<file path="config.mk">
export PLATFORM = sky130hd
export DESIGN_NAME = mac_loop_sequencer_flat
export DESIGN_NICKNAME = d
export VERILOG_FILES = /design/src/rtl/mac_loop_sequencer_if.sv /design/src/rtl/mac_loop_sequencer.sv /design/src/flat_wrapper.sv
export SDC_FILE = /design/constraint.sdc
export NUM_CORES = 1
export LEC_CHECK = 0
export CAP_MARGIN = 20
export CORE_AREA = 2 2 128 105
export DETAILED_ROUTE_END_ITERATION = 16
export DIE_AREA = 0 0 130 107
export GPL_TIMING_DRIVEN = 1
export PLACE_DENSITY = 0.52
export REMOVE_ABC_BUFFERS = 1
export SYNTH_ARGS = -nofsm -noshare
export SYNTH_HDL_FRONTEND = slang
export SYNTH_SLANG_ARGS = --single-unit
export TNS_END_PERCENT = 30
</file>
<file path="constraint.sdc">
create_clock -name clk -period 4.8 [get_ports clk]
set_clock_uncertainty 0.05 [all_clocks]
set_input_delay 0.72 -clock clk [delete_from_list [all_inputs] [get_ports clk]]
set_output_delay 0.72 -clock clk [all_outputs]
set_load 0.1 [all_outputs]
</file>
<file path="src/rtl/mac_loop_sequencer_if.sv">
// Bus bundle between the MAC loop sequencer and its surroundings.
//   master : job requester / datapath side (drives job fields and stall,
//            receives DataMem read and MAC strobes)
//   slave  : the sequencer itself
// Signals:
//   start, n_taps, x_head, x_base, h_base : job request and its operands
//   stall                                 : DataMem port busy, blocks read issue
//   dmem_addr, dmem_rd                    : DataMem read request
//   acc_clear, t_load, p_load, acc_add    : T / P / Accumulator strobes
//   busy, done                            : job status
interface mac_loop_sequencer_if #(
    parameter int unsigned ADDR_W = 10,
    parameter int unsigned TAP_W  = 7
);
    logic              start;
    logic [TAP_W-1:0]  n_taps;
    logic [ADDR_W-1:0] x_head;
    logic [ADDR_W-1:0] x_base;
    logic [ADDR_W-1:0] h_base;
    logic              stall;
    logic [ADDR_W-1:0] dmem_addr;
    logic              dmem_rd;
    logic              acc_clear;
    logic              t_load;
    logic              p_load;
    logic              acc_add;
    logic              busy;
    logic              done;

    modport master (
        output start, n_taps, x_head, x_base, h_base, stall,
        input  dmem_addr, dmem_rd, acc_clear, t_load, p_load, acc_add, busy, done
    );

    modport slave (
        input  start, n_taps, x_head, x_base, h_base, stall,
        output dmem_addr, dmem_rd, acc_clear, t_load, p_load, acc_add, busy, done
    );
endinterface

</file>
<file path="src/rtl/mac_loop_sequencer.sv">
// Sequences the T / P / Accumulator MAC datapath through an N-tap FIR dot
// product. Per tap it reads the sample (newest first, circular buffer) and
// then the coefficient, strobing T-load, P-load and accumulate in turn.
// Ports:
//   clk   : system clock, rising edge
//   reset : asynchronous, active-low reset
//   bus   : slave side of mac_loop_sequencer_if (job request, stall,
//           DataMem read request, MAC strobes, busy/done)
module mac_loop_sequencer #(
    parameter int unsigned ADDR_W  = 10,
    parameter int unsigned TAP_W   = 7,
    parameter int unsigned BUF_LEN = 64
) (
    input  logic                    clk,
    input  logic                    reset,
    mac_loop_sequencer_if.slave     bus
);

    // Counter must hold both any requested tap count and the clamp value.
    localparam int unsigned BUF_W = $clog2(BUF_LEN + 1);
    localparam int unsigned CNT_W = (TAP_W > BUF_W) ? TAP_W : BUF_W;

    typedef enum logic [2:0] {
        StIdle, StClr, StRx, StLt, StRh, StMp, StAc, StDone
    } state_e;

    state_e            state_q, state_d;
    logic [CNT_W-1:0]  k_q, k_d;
    logic [CNT_W-1:0]  n_eff_q, n_eff_d;
    logic [ADDR_W-1:0] x_head_q, x_head_d;
    logic [ADDR_W-1:0] x_base_q, x_base_d;
    logic [ADDR_W-1:0] h_base_q, h_base_d;

    logic [CNT_W-1:0]  n_req;
    logic [CNT_W-1:0]  k_inc;
    logic [ADDR_W-1:0] k_addr;
    logic [ADDR_W-1:0] idx;

    assign n_req  = CNT_W'(bus.n_taps);
    assign k_inc  = k_q + CNT_W'(1);
    assign k_addr = ADDR_W'(k_q);

    // Newest-first walk back through the circular buffer, wrapping below 0.
    assign idx = (x_head_q >= k_addr) ? (x_head_q - k_addr)
                                      : (x_head_q + ADDR_W'(BUF_LEN) - k_addr);

    // State register
    always_ff @(posedge clk or negedge reset) begin
        if (!reset) begin
            state_q  <= StIdle;
            k_q      <= '0;
            n_eff_q  <= '0;
            x_head_q <= '0;
            x_base_q <= '0;
            h_base_q <= '0;
        end else begin
            state_q  <= state_d;
            k_q      <= k_d;
            n_eff_q  <= n_eff_d;
            x_head_q <= x_head_d;
            x_base_q <= x_base_d;
            h_base_q <= h_base_d;
        end
    end

    // Next-state logic
    always_comb begin
        state_d  = state_q;
        k_d      = k_q;
        n_eff_d  = n_eff_q;
        x_head_d = x_head_q;
        x_base_d = x_base_q;
        h_base_d = h_base_q;
        unique case (state_q)
            StIdle: begin
                if (bus.start) begin
                    n_eff_d  = (n_req > CNT_W'(BUF_LEN)) ? CNT_W'(BUF_LEN) : n_req;
                    x_head_d = bus.x_head;
                    x_base_d = bus.x_base;
                    h_base_d = bus.h_base;
                    k_d      = '0;
                    state_d  = StClr;
                end
            end
            StClr:  state_d = (n_eff_q == '0) ? StDone : StRx;
            StRx:   if (!bus.stall) state_d = StLt;
            StLt:   state_d = StRh;
            StRh:   if (!bus.stall) state_d = StMp;
            StMp:   state_d = StAc;
            StAc: begin
                k_d     = k_inc;
                state_d = (k_inc == n_eff_q) ? StDone : StRx;
            end
            StDone: state_d = StIdle;
            default: state_d = StIdle;
        endcase
    end

    // Output decode. The address is held through a stall; only the strobe drops.
    always_comb begin
        bus.dmem_addr = '0;
        bus.dmem_rd   = 1'b0;
        bus.acc_clear = 1'b0;
        bus.t_load    = 1'b0;
        bus.p_load    = 1'b0;
        bus.acc_add   = 1'b0;
        bus.busy      = (state_q != StIdle);
        bus.done      = 1'b0;
        unique case (state_q)
            StIdle: ;
            StClr:  bus.acc_clear = 1'b1;
            StRx: begin
                bus.dmem_addr = x_base_q + idx;
                bus.dmem_rd   = ~bus.stall;
            end
            StLt:   bus.t_load = 1'b1;
            StRh: begin
                bus.dmem_addr = h_base_q + k_addr;
                bus.dmem_rd   = ~bus.stall;
            end
            StMp:   bus.p_load  = 1'b1;
            StAc:   bus.acc_add = 1'b1;
            StDone: bus.done    = 1'b1;
            default: ;
        endcase
    end

endmodule

</file>
<file path="src/flat_wrapper.sv">
// flat-port wrapper written by rule: the top's interface ports become plain ports
module mac_loop_sequencer_flat 
#(
    parameter int unsigned ADDR_W  = 10,
    parameter int unsigned TAP_W   = 7,
    parameter int unsigned BUF_LEN = 64
)
  (clk, reset, bus_start, bus_n_taps, bus_x_head, bus_x_base, bus_h_base, bus_stall, bus_dmem_addr, bus_dmem_rd, bus_acc_clear, bus_t_load, bus_p_load, bus_acc_add, bus_busy, bus_done);
  mac_loop_sequencer_if #(.ADDR_W(ADDR_W), .TAP_W(TAP_W)) bus_i ();
  input  logic clk;
  input  logic reset;
  input wire logic [$bits(bus_i.start)-1:0] bus_start;
  input wire logic [$bits(bus_i.n_taps)-1:0] bus_n_taps;
  input wire logic [$bits(bus_i.x_head)-1:0] bus_x_head;
  input wire logic [$bits(bus_i.x_base)-1:0] bus_x_base;
  input wire logic [$bits(bus_i.h_base)-1:0] bus_h_base;
  input wire logic [$bits(bus_i.stall)-1:0] bus_stall;
  output wire logic [$bits(bus_i.dmem_addr)-1:0] bus_dmem_addr;
  output wire logic [$bits(bus_i.dmem_rd)-1:0] bus_dmem_rd;
  output wire logic [$bits(bus_i.acc_clear)-1:0] bus_acc_clear;
  output wire logic [$bits(bus_i.t_load)-1:0] bus_t_load;
  output wire logic [$bits(bus_i.p_load)-1:0] bus_p_load;
  output wire logic [$bits(bus_i.acc_add)-1:0] bus_acc_add;
  output wire logic [$bits(bus_i.busy)-1:0] bus_busy;
  output wire logic [$bits(bus_i.done)-1:0] bus_done;
  assign bus_i.start = bus_start;
  assign bus_i.n_taps = bus_n_taps;
  assign bus_i.x_head = bus_x_head;
  assign bus_i.x_base = bus_x_base;
  assign bus_i.h_base = bus_h_base;
  assign bus_i.stall = bus_stall;
  assign bus_dmem_addr = bus_i.dmem_addr;
  assign bus_dmem_rd = bus_i.dmem_rd;
  assign bus_acc_clear = bus_i.acc_clear;
  assign bus_t_load = bus_i.t_load;
  assign bus_p_load = bus_i.p_load;
  assign bus_acc_add = bus_i.acc_add;
  assign bus_busy = bus_i.busy;
  assign bus_done = bus_i.done;
  mac_loop_sequencer #(.ADDR_W(ADDR_W), .TAP_W(TAP_W), .BUF_LEN(BUF_LEN)) u_core (.clk(clk), .reset(reset), .bus(bus_i));
endmodule
</file>
==> results.md, run 1 <==
* DRT Wirelength at 9.47 mm
* Post-synth top cells: dfrtp_1, ha_1, mux2_2
* Primary FF master, synth: dfrtp_1
* Synth Instances at 391
* Port bufs at 57
* DIE WIDTH at 130 um
* Fmax at 211 MHz
* Slew Limit Fails at 0
* Clock buffer depth at 2
* Mean Syn Cell Area at 9.57 sq um
* Worst-Skew Late Latency at 0.28 ns
* H-tree lvl count at 2
* Gr busiest metal: met2
* Final Hold Viols at 0
* Die area at 13900 sq um
* Top cells by area, synth: dfrtp_1, ha_1, mux2_2
* Global Route Usage Sum at 0.137
* DRC at 0
* Critical path startpoint category: flop
* RSZ-0062 raised after global routing: yes
* Root buf cell: clkbuf_16
* CP top delay family: compound AO/OA/AOI/OAI gates
* CTS Buf Count at 5
* # IOs at 58
* CTS Sinks at 47
* CP peak stage delay at 0.38 ns
* Post-synth EDFFs at 0
* DP HPWL at 7.29 mm
* Crit-path cells: inv_1 -> ha_2 -> inv_2 -> fa_2 -> a21o_1 -> a31oi_1 -> o21ai_1 -> a21bo_4 -> nor2_1 -> a21oi_1 -> ha_1 -> a21o_1 -> a21oi_2 -> nor2b_1 -> o21a_1 -> o41a_1 -> xnor2_2 -> o22ai_2 -> buf_12
* Final instance area at 4920 sq um
* DR WL/cell at 14.8 um
* Initial Util at 0.296
* Critical path's most frequent cell: a21o_1
* ANT cells at 0
* Top-count cell post-synth: dfrtp_1
* Worst rel slew slack at 0.332
* CP Capture Type: output port
* Synth warnings at 0
* Die height at 107 um
* CTS Hold Bufs at 0
* Drt first pass iters at 4
* Post-synth top area share at 0.314
* Max_cap viols at 0
* Post-synthesis register bit count at 47
* Crit share post-route at 0.987
* Run status: finished clean
* Post-DR vias/cell at 4.78
* TritonCTS clock tree: done
* M3 GR Usage at 0.0319
* Post-route ant nets at 0
* Met2 GRT Util at 0.205
* Synthesized area at 3740 sq um
* Worst-path clk slew at 0.06 ns
* Syn-to-layout area delta at 31.6%
* CP required at 4.03 ns
* Core area at 12600 sq um
* Buf/Inv on CP at 3
* Asr flop ratio synth at 1.00
* Netlist cell types at 50
* Leading area contributor after synthesis: dfrtp_1
* Sequential-to-total area share from yosys stat at 0.314
* Layout cells sized above 1 at 0.219
* Critical path's slowest cell: dfrtp_1
* Max FO, Critical Path at 7
* Routability Congestion at 0.851
* Worst Path Arrival at 3.97 ns
* Area of placed instances at 4600 sq um
* DR vias at 3066
* HP Class: primary input to asynchronous set/reset pin
* Worst Tran Pin Value at 0.999 ns
* # nets final at 553
* Tmin final at 4.74 ns
* Setup violations, final at 0
* Initial antenna violation count at 0
* Global route overflow at 0
* Vias in the first global route at 3019
* Met1 Track Usage GR at 0.197
* DR iter-0 viols at 131
* Critical path class: flop to output port
* Largest net degree at the start of global routing at 48
* Num rows at 37
* Global-route wire length before repair at 15.0 mm
sequential cells by signal, indices dropped and copies added, names as in the netlist:
signal / cells
u_core.k_q: 7
u_core.state_q: 3
u_core.x_base_q: 10
u_core.x_head_q: 10
u_core.n_eff_q: 7
u_core.h_base_q: 10
final cells by class:
cell class	instances	area, sq um
multi-input cells	302	2480
flip-flops and latches	47	1180
repair buffers	79	796
inverters	32	120
well taps	175	219
fillers	1256	7710
clock buffers	6	129
final timing paths:
| check | from | end | slack, ns | cells past startpoint |
|---|---|---|---|---|
| min in group clk | u_core.x_head_q[9] | u_core.x_head_q[9] | 0.46 | 1 |
| max in group asynchronous | reset | u_core.x_head_q[1] | 3.78 | 2 |
| setup reg to reg | u_core.k_q[1] | u_core.state_q[0] | 2.67 | 9 |
| hold reg to reg | u_core.x_head_q[9] | u_core.x_head_q[9] | 0.46 | 1 |
| hold / removal | reset | u_core.h_base_q[0] | 0.37 | 1 |
| setup / recovery | u_core.x_head_q[0] | bus_dmem_addr[8] | 0.06 | 19 |
layer usage:
| layer | part of all wire | wire (um) | up-vias |
|---|---|---|---|
| met5 | 0 | 0 | - |
| met4 | 0.019 | 180 | 0 |
| met3 | 0.051 | 485 | 16 |
| met2 | 0.42 | 4010 | 71 |
| met1 | 0.51 | 4790 | 1469 |
| li1 | - | - | 1510 |
cell families (layout without fill, tap and decap cells):
group           count (synthesis)  after routing  share of synthesized area
xor+xnor                       38             38                     0.0890
mux                            34             34                      0.102
compound gates                 92             92                      0.149
buf+inv                        42            117                     0.0455
simple gates                   93             93                      0.131
flops                          47             47                      0.314
fa+ha+maj                      45             45                      0.169
layout by cell type, fill, tap and decap left out, types with 5 or more instances in the layout:
cell / n
buf_12: 7
o22ai_1: 6
a21oi_1: 16
inv_1: 27
xnor2_1: 21
nand3b_1: 5
mux2_2: 31
o21ai_0: 28
clkdlybuf4s50_1: 47
ha_1: 33
nand2b_1: 11
buf_4: 24
a31oi_1: 5
clkbuf_16: 5
nor2_1: 15
nand2_1: 28
nor3_1: 7
dfrtp_1: 46
fa_1: 5
xor2_1: 16
inv_2: 5
through the flow:
step	hold slack (ns)	instances	TNS (ns)	util	worst slack, ns
2_1_floorplan	0.374	381	-1.91	-	-0.657
3_3_place_gp	0.442	622	0	0.364	0.242
3_5_place_dp	0.451	622	0	0.364	0.114
4_1_cts	0.466	631	-0.0214	0.379	-0.0214
5_1_grt	0.405	641	-0.234	0.390	-0.119
6_report	0.372	641	0	0.390	0.0621
timing repair:
item,CTS,global route
setup buffers,3,9
pin swaps,4,19
setup endpoints to repair,3,3
gates resized for setup,8,18
Power of run 1 is left out: the tool's default activity adds up to more than one toggle a clock period on the data nets, which glitch-free logic cannot reach.
==> run 2: changes to the inputs <==
Settings changed: ABC_CLOCK_PERIOD_IN_PS set to 4800, PLACE_DENSITY 0.52 to 0.45.
==> run 2 against run 1 <==
Net effect:
- global-route usage grew 0.64 points
- via count is 4.5% lower
- final area fell by 0.46%
- register-to-register slack better by 0.02 ns
- first-iteration DRC count up 26%
- cell count shrank 0.47%
- core utilization fell by 0.18 points
- maximum frequency is 1.2% higher
- sequential share of layout area is 0.084 points higher
==> results.md, run 2 (synthesized netlist as in run 1, its figures left out) <==
* Run status: finished clean
* Crit-path cells: inv_1 -> ha_2 -> inv_2 -> fa_2 -> a21o_1 -> a31oi_1 -> o21ai_1 -> a21bo_2 -> nor2_1 -> a21oi_1 -> ha_1 -> a21o_1 -> a21oi_2 -> nor2b_1 -> o21a_1 -> o41a_1 -> xnor2_2 -> o22ai_2 -> buf_12
* CTS Hold Bufs at 0 (unchanged)
* Final Hold Viols at 0 (unchanged)
* Core area at 12600 sq um (unchanged)
* Slew Limit Fails at 0 (unchanged)
* Max_cap viols at 0 (unchanged)
* DR iter-0 viols at 165 (+26%)
* Setup violations, final at 0 (unchanged)
* Post-route ant nets at 0 (unchanged)
* Met1 Track Usage GR at 0.219 (+0.0213)
* DR WL/cell at 14.6 um (-1.4%)
* Non-filler cells in the finished layout at 638 (-0.47%)
* DRT Wirelength at 9.30 mm (-1.8%)
* Critical path startpoint category: flop
* RSZ-0062 raised after global routing: yes
* Placed cell count at 625 (+0.48%)
* CP top delay family: compound AO/OA/AOI/OAI gates
* Syn-to-layout area delta at 31.0%
* Port bufs at 57 (unchanged)
* Worst-path clk slew at 0.07 ns (about the same)
* CP peak stage delay at 0.38 ns (about the same)
* Sum Neg Setup Slack at 0 ns (unchanged)
* Worst rel slew slack at 0.335 (+0.00373)
* DP HPWL at 7.28 mm (about the same)
* Root buf cell: clkbuf_16
* CP Capture Type: output port
* CTS Sinks at 47 (unchanged)
* ANT cells at 0 (unchanged)
* Global route overflow at 0 (unchanged)
* CTS Buf Count at 5 (unchanged)
* Initial Util at 0.296 (unchanged)
* Reg2reg path depth at 3 (-6)
* # IOs at 58 (unchanged)
* Global-route wire length before repair at 15.5 mm (+3.5%)
* DR vias at 2928 (-4.5%)
* TritonCTS clock tree: done
* DRC at 0 (unchanged)
* Die area at 13900 sq um (unchanged)
* Global Route Usage Sum at 0.143 (+0.00644)
* Routability Congestion at 0.862 (+1.3%)
* Max FO, Critical Path at 8 (+1)
* CP required at 4.03 ns (about the same)
* Met2 GRT Util at 0.211 (+0.00561)
* Worst Path Arrival at 3.91 ns (-0.06 ns)
* Final instance area at 4900 sq um (-0.46%)
* Critical path's slowest cell: dfrtp_1
* Critical path's most frequent cell: a21o_1
* Crit share post-route at 0.976 (-0.0115)
* Vias in the first global route at 3035 (+0.53%)
* DIE WIDTH at 130 um (unchanged)
* Most frequent cells in the layout: clkdlybuf4s50_1, dfrtp_1, mux2_2, ha_1, o21ai_0
* Biggest regs: u_core.h_base_q (10), u_core.x_base_q (10), u_core.x_head_q (10)
* Largest net degree at the start of global routing at 48 (unchanged)
* H-tree lvl count at 2 (unchanged)
* # nets final at 548 (-0.90%)
* Gr busiest metal: met1
* Fmax at 214 MHz (+1.2%)
* Die height at 107 um (unchanged)
* Buf/Inv on CP at 3 (unchanged)
* Levels on crit path at 19 (unchanged)
* Critical path class: flop to output port
* Area of placed instances at 4620 sq um (+0.49%)
* Util after Layout at 0.388 (-0.00178)
* Initial antenna violation count at 0 (unchanged)
* M3 GR Usage at 0.0245 (-0.00749)
* Tmin final at 4.68 ns (-0.0550 ns)
* HP Class: flop to flop
* Worst Tran Pin Value at 0.994 ns (-0.00558 ns)
* Drt first pass iters at 4 (unchanged)
* Hold path cells at 1
* Layout cells sized above 1 at 0.199 (-0.0202)
* Clock buffer depth at 2 (unchanged)
* Num rows at 37 (unchanged)
* Post-DR vias/cell at 4.59 (-4.1%)
* Worst-Skew Late Latency at 0.29 ns (about the same)
run 2: timing repair:
action,4_1_cts,5_1_grt
setup endpoints to repair,3,4
resized for setup,4,12
pin swaps,4,6
setup buffers,2,3
run 2: through the flow:
stage | hold WS [ns] | setup slack [ns]
floorplan | 0.374 | -0.657
global placement | 0.440 | 0.234
detailed placement | 0.452 | 0.174
CTS | 0.468 | -0.0100
global route | 0.485 | -0.143
finish | 0.463 | 0.117
run 2: area by class of cell:
cell class / count / area, sq um
fillers: 1263 / 7740
multi-input cells: 302 / 2450
flip-flops and latches: 47 / 1180
repair buffers: 74 / 746
well taps: 175 / 219
clock buffers: 6 / 129
inverters: 32 / 120
clock inverters: 2 / 60.1
run 2: worst paths after layout:
kind                                    start            endpoint  slack [ns]
max in group asynchronous               reset  u_core.x_head_q[9]        3.80
setup / recovery           u_core.x_head_q[0]    bus_dmem_addr[8]        0.12
setup reg to reg            u_core.state_q[1]  u_core.x_base_q[5]        2.69
hold reg to reg            u_core.x_head_q[9]  u_core.x_head_q[9]        0.46
min in group asynchronous               reset  u_core.x_base_q[6]        0.47
hold / removal             u_core.x_head_q[9]  u_core.x_head_q[9]        0.46
run 2: routing by layer:
layer | part of all wire | vias to the layer above
met1 | 0.55 | 1361
met2 | 0.41 | 50
met4 | 0.0066 | 0
li1 | - | 1512
met3 | 0.032 | 5
met5 | 0 | -
Power of run 2 is left out for the same reason.
==> run 3: changes to the inputs <==
Settings changed: ABC_CLOCK_PERIOD_IN_PS 4800 to 4200, HOLD_SLACK_MARGIN set to 0.08, PLACE_DENSITY 0.45 to 0.47.
Clock period 4.8 ns to 4.2 ns, I/O delays scaled along.
==> run 3 against run 2 <==
Net effect:
- critical path depth down 1
- register-to-register slack worse by 0.62 ns
- global-route usage up 0.27 points
- die area unchanged
- highest routed layer unchanged
- cell count up 5.3%
- sequential cell count unchanged
- wire length up 3.9%
- hold slack worse by 0.068 ns
- the flow now finishes with violations (setup timing)
==> results.md, run 3 (synthesized netlist as in run 1, its figures left out) <==
* Setup violations, final at 5 (+5)
* CP peak stage delay at 0.40 ns (+0.02 ns)
* Setup slack after layout at -0.347 ns (-0.464 ns)
* Global-route wire length before repair at 15.8 mm (+1.8%)
* DRC at 0 (unchanged)
* Final Hold Viols at 0 (unchanged)
* Worst Tran Pin Value at 0.995 ns (+0.00134 ns)
* Post-DR vias/cell at 4.59 (about the same)
* CP required at 3.52 ns (-0.51 ns)
* Most frequent cells in the layout: buf_4, dfrtp_1, clkdlybuf4s50_1
* Worst-path clk slew at 0.07 ns (about the same)
* DRT Wirelength at 9.66 mm (+3.9%)
* Drt first pass iters at 4 (unchanged)
* DR vias at 3084 (+5.3%)
* Critical path startpoint category: flop
* Tmin final at 4.55 ns
* DR iter-0 viols at 147 (-11%)
* Fmax at 220 MHz
* Commonest non-fill, non-tap cell in the layout: buf_4
* DIE WIDTH at 130 um (unchanged)
* Core area at 12600 sq um (unchanged)
* Worst reg2reg path endpoint: u_core.state_q[0]
* Met1 Track Usage GR at 0.216 (-0.00207)
* HP Class: primary input to asynchronous set/reset pin
* Global Route Usage Sum at 0.146 (+0.00270)
* # IOs at 58 (unchanged)
* Worst Path Arrival at 3.87 ns (-0.04 ns)
* Global route overflow at 0 (unchanged)
* Reg2reg path depth at 9 (+6)
* DP HPWL at 7.59 mm (+4.3%)
* Critical path class: flop to output port
* H-tree lvl count at 2 (unchanged)
* R2r setup slk at 2.07 ns (-0.62 ns)
* Crit share post-route at 1.08
* Worst-Skew Late Latency at 0.29 ns (about the same)
* Biggest regs: u_core.h_base_q (10), u_core.x_base_q (10), u_core.x_head_q (10)
* # nets final at 582 (+6.2%)
* Gr busiest metal: met2
* TritonCTS clock tree: done
* Port bufs at 57 (unchanged)
* CTS Buf Count at 5 (unchanged)
* Initial antenna violation count at 0 (unchanged)
* Syn-to-layout area delta at 39.0%
* Crit-path cells: inv_2 -> ha_4 -> inv_2 -> fa_2 -> a21o_1 -> a31oi_1 -> o21ai_1 -> a21bo_2 -> buf_6 -> mux2_4 -> ha_4 -> a211o_1 -> a21oi_2 -> o31a_1 -> nand3b_1 -> a21oi_1 -> nand3b_1 -> buf_12
* Max FO, Critical Path at 5 (-3)
* Initial Util at 0.296 (unchanged)
* M3 GR Usage at 0.0264 (+0.00200)
* Die height at 107 um (unchanged)
* CTS Hold Bufs at 0 (unchanged)
* Run status: complete, but fails checks
* Largest net degree at the start of global routing at 48 (unchanged)
* Worst rel slew slack at 0.334 (-0.000898)
* Util after Layout at 0.411 (+0.0235)
* Die area at 13900 sq um (unchanged)
* Layout cells sized above 1 at 0.264 (+0.0649)
* Vias in the first global route at 3150 (+3.8%)
* Max_cap viols at 0 (unchanged)
* Routability Congestion at 0.866 (+0.48%)
* DR WL/cell at 14.4 um (-1.3%)
* ANT cells at 0 (unchanged)
* Clock buffer depth at 2 (unchanged)
* Violated checks: setup timing
* Reg-to-reg critical path startpoint: u_core.k_q[0]
* RSZ-0062 raised after global routing: yes
* Root buf cell: clkbuf_16
* Slew Limit Fails at 0 (unchanged)
* CTS Sinks at 47 (unchanged)
* Num rows at 37 (unchanged)
* Critical path's slowest cell: dfrtp_1
* Hold_ws at 0.395 ns (-0.0682 ns)
* CP Capture Type: output port
* Met2 GRT Util at 0.220 (+0.00860)
* Post-route ant nets at 0 (unchanged)
run 3: worst max path at each step:
| stage | start | to | cells after the start |
|---|---|---|---|
| CTS | u_core.x_head_q[0] | bus_dmem_addr[8] | 20 |
| detailed placement | u_core.k_q[1] | bus_dmem_addr[9] | 19 |
| global route | u_core.x_head_q[0] | bus_dmem_addr[8] | 20 |
| finish | u_core.x_head_q[0] | bus_dmem_addr[9] | 18 |
| global placement | u_core.k_q[1] | bus_dmem_addr[9] | 19 |
| floorplan | u_core.k_q[0] | bus_dmem_addr[8] | 17 |
run 3: metrics by stage:
| step | instances | area (sq um) | worst slack, ns | setup TNS, ns |
|---|---|---|---|---|
| finish | 672 | 5200 | -0.347 | -1.22 |
| floorplan | 381 | 3690 | -1.17 | -5.70 |
| global placement | 653 | 4850 | -0.198 | -0.417 |
| detailed placement | 653 | 4850 | -0.257 | -0.560 |
| global route | 672 | 5200 | -0.539 | -2.30 |
| CTS | 670 | 5140 | -0.329 | -1.21 |
run 3: worst max-delay path: cells and delay by family, from the launching register on:
| kind | cells | cell delay, ns |
|---|---|---|
| multiplexers | 1 | 0.30 |
| flip-flops | 1 | 0.40 |
| AO/OA/AOI/OAI | 8 | 1.37 |
| adder cells (fa/ha/maj) | 3 | 0.72 |
| AND/OR/NAND/NOR | 2 | 0.33 |
| buffers and inverters | 4 | 0.44 |
run 3: area by class of cell:
cell class,count,area [sq um]
Clock inverter,2,35.0
Clock buffer,6,139
Fill cell,1270,7440
Multi-Input combinational cell,303,2490
Sequential cell,47,1180
Inverter,32,120
Tap cell,175,219
Timing Repair Buffer,107,1020
run 3: metal layers:
metal | share of wire | routed length [um] | up-vias
met5 | 0 | 0 | -
met4 | 0.013 | 126 | 0
met3 | 0.046 | 442 | 8
met2 | 0.42 | 4080 | 65
met1 | 0.52 | 5020 | 1442
li1 | - | - | 1569
run 3: what timing repair did:
item	CTS	global route
pin swaps	16	10
resized for setup	12	11
cloned	1	0
buffers inserted	8	2
setup endpoints to repair	5	7
Power of run 3 is left out for the same reason.
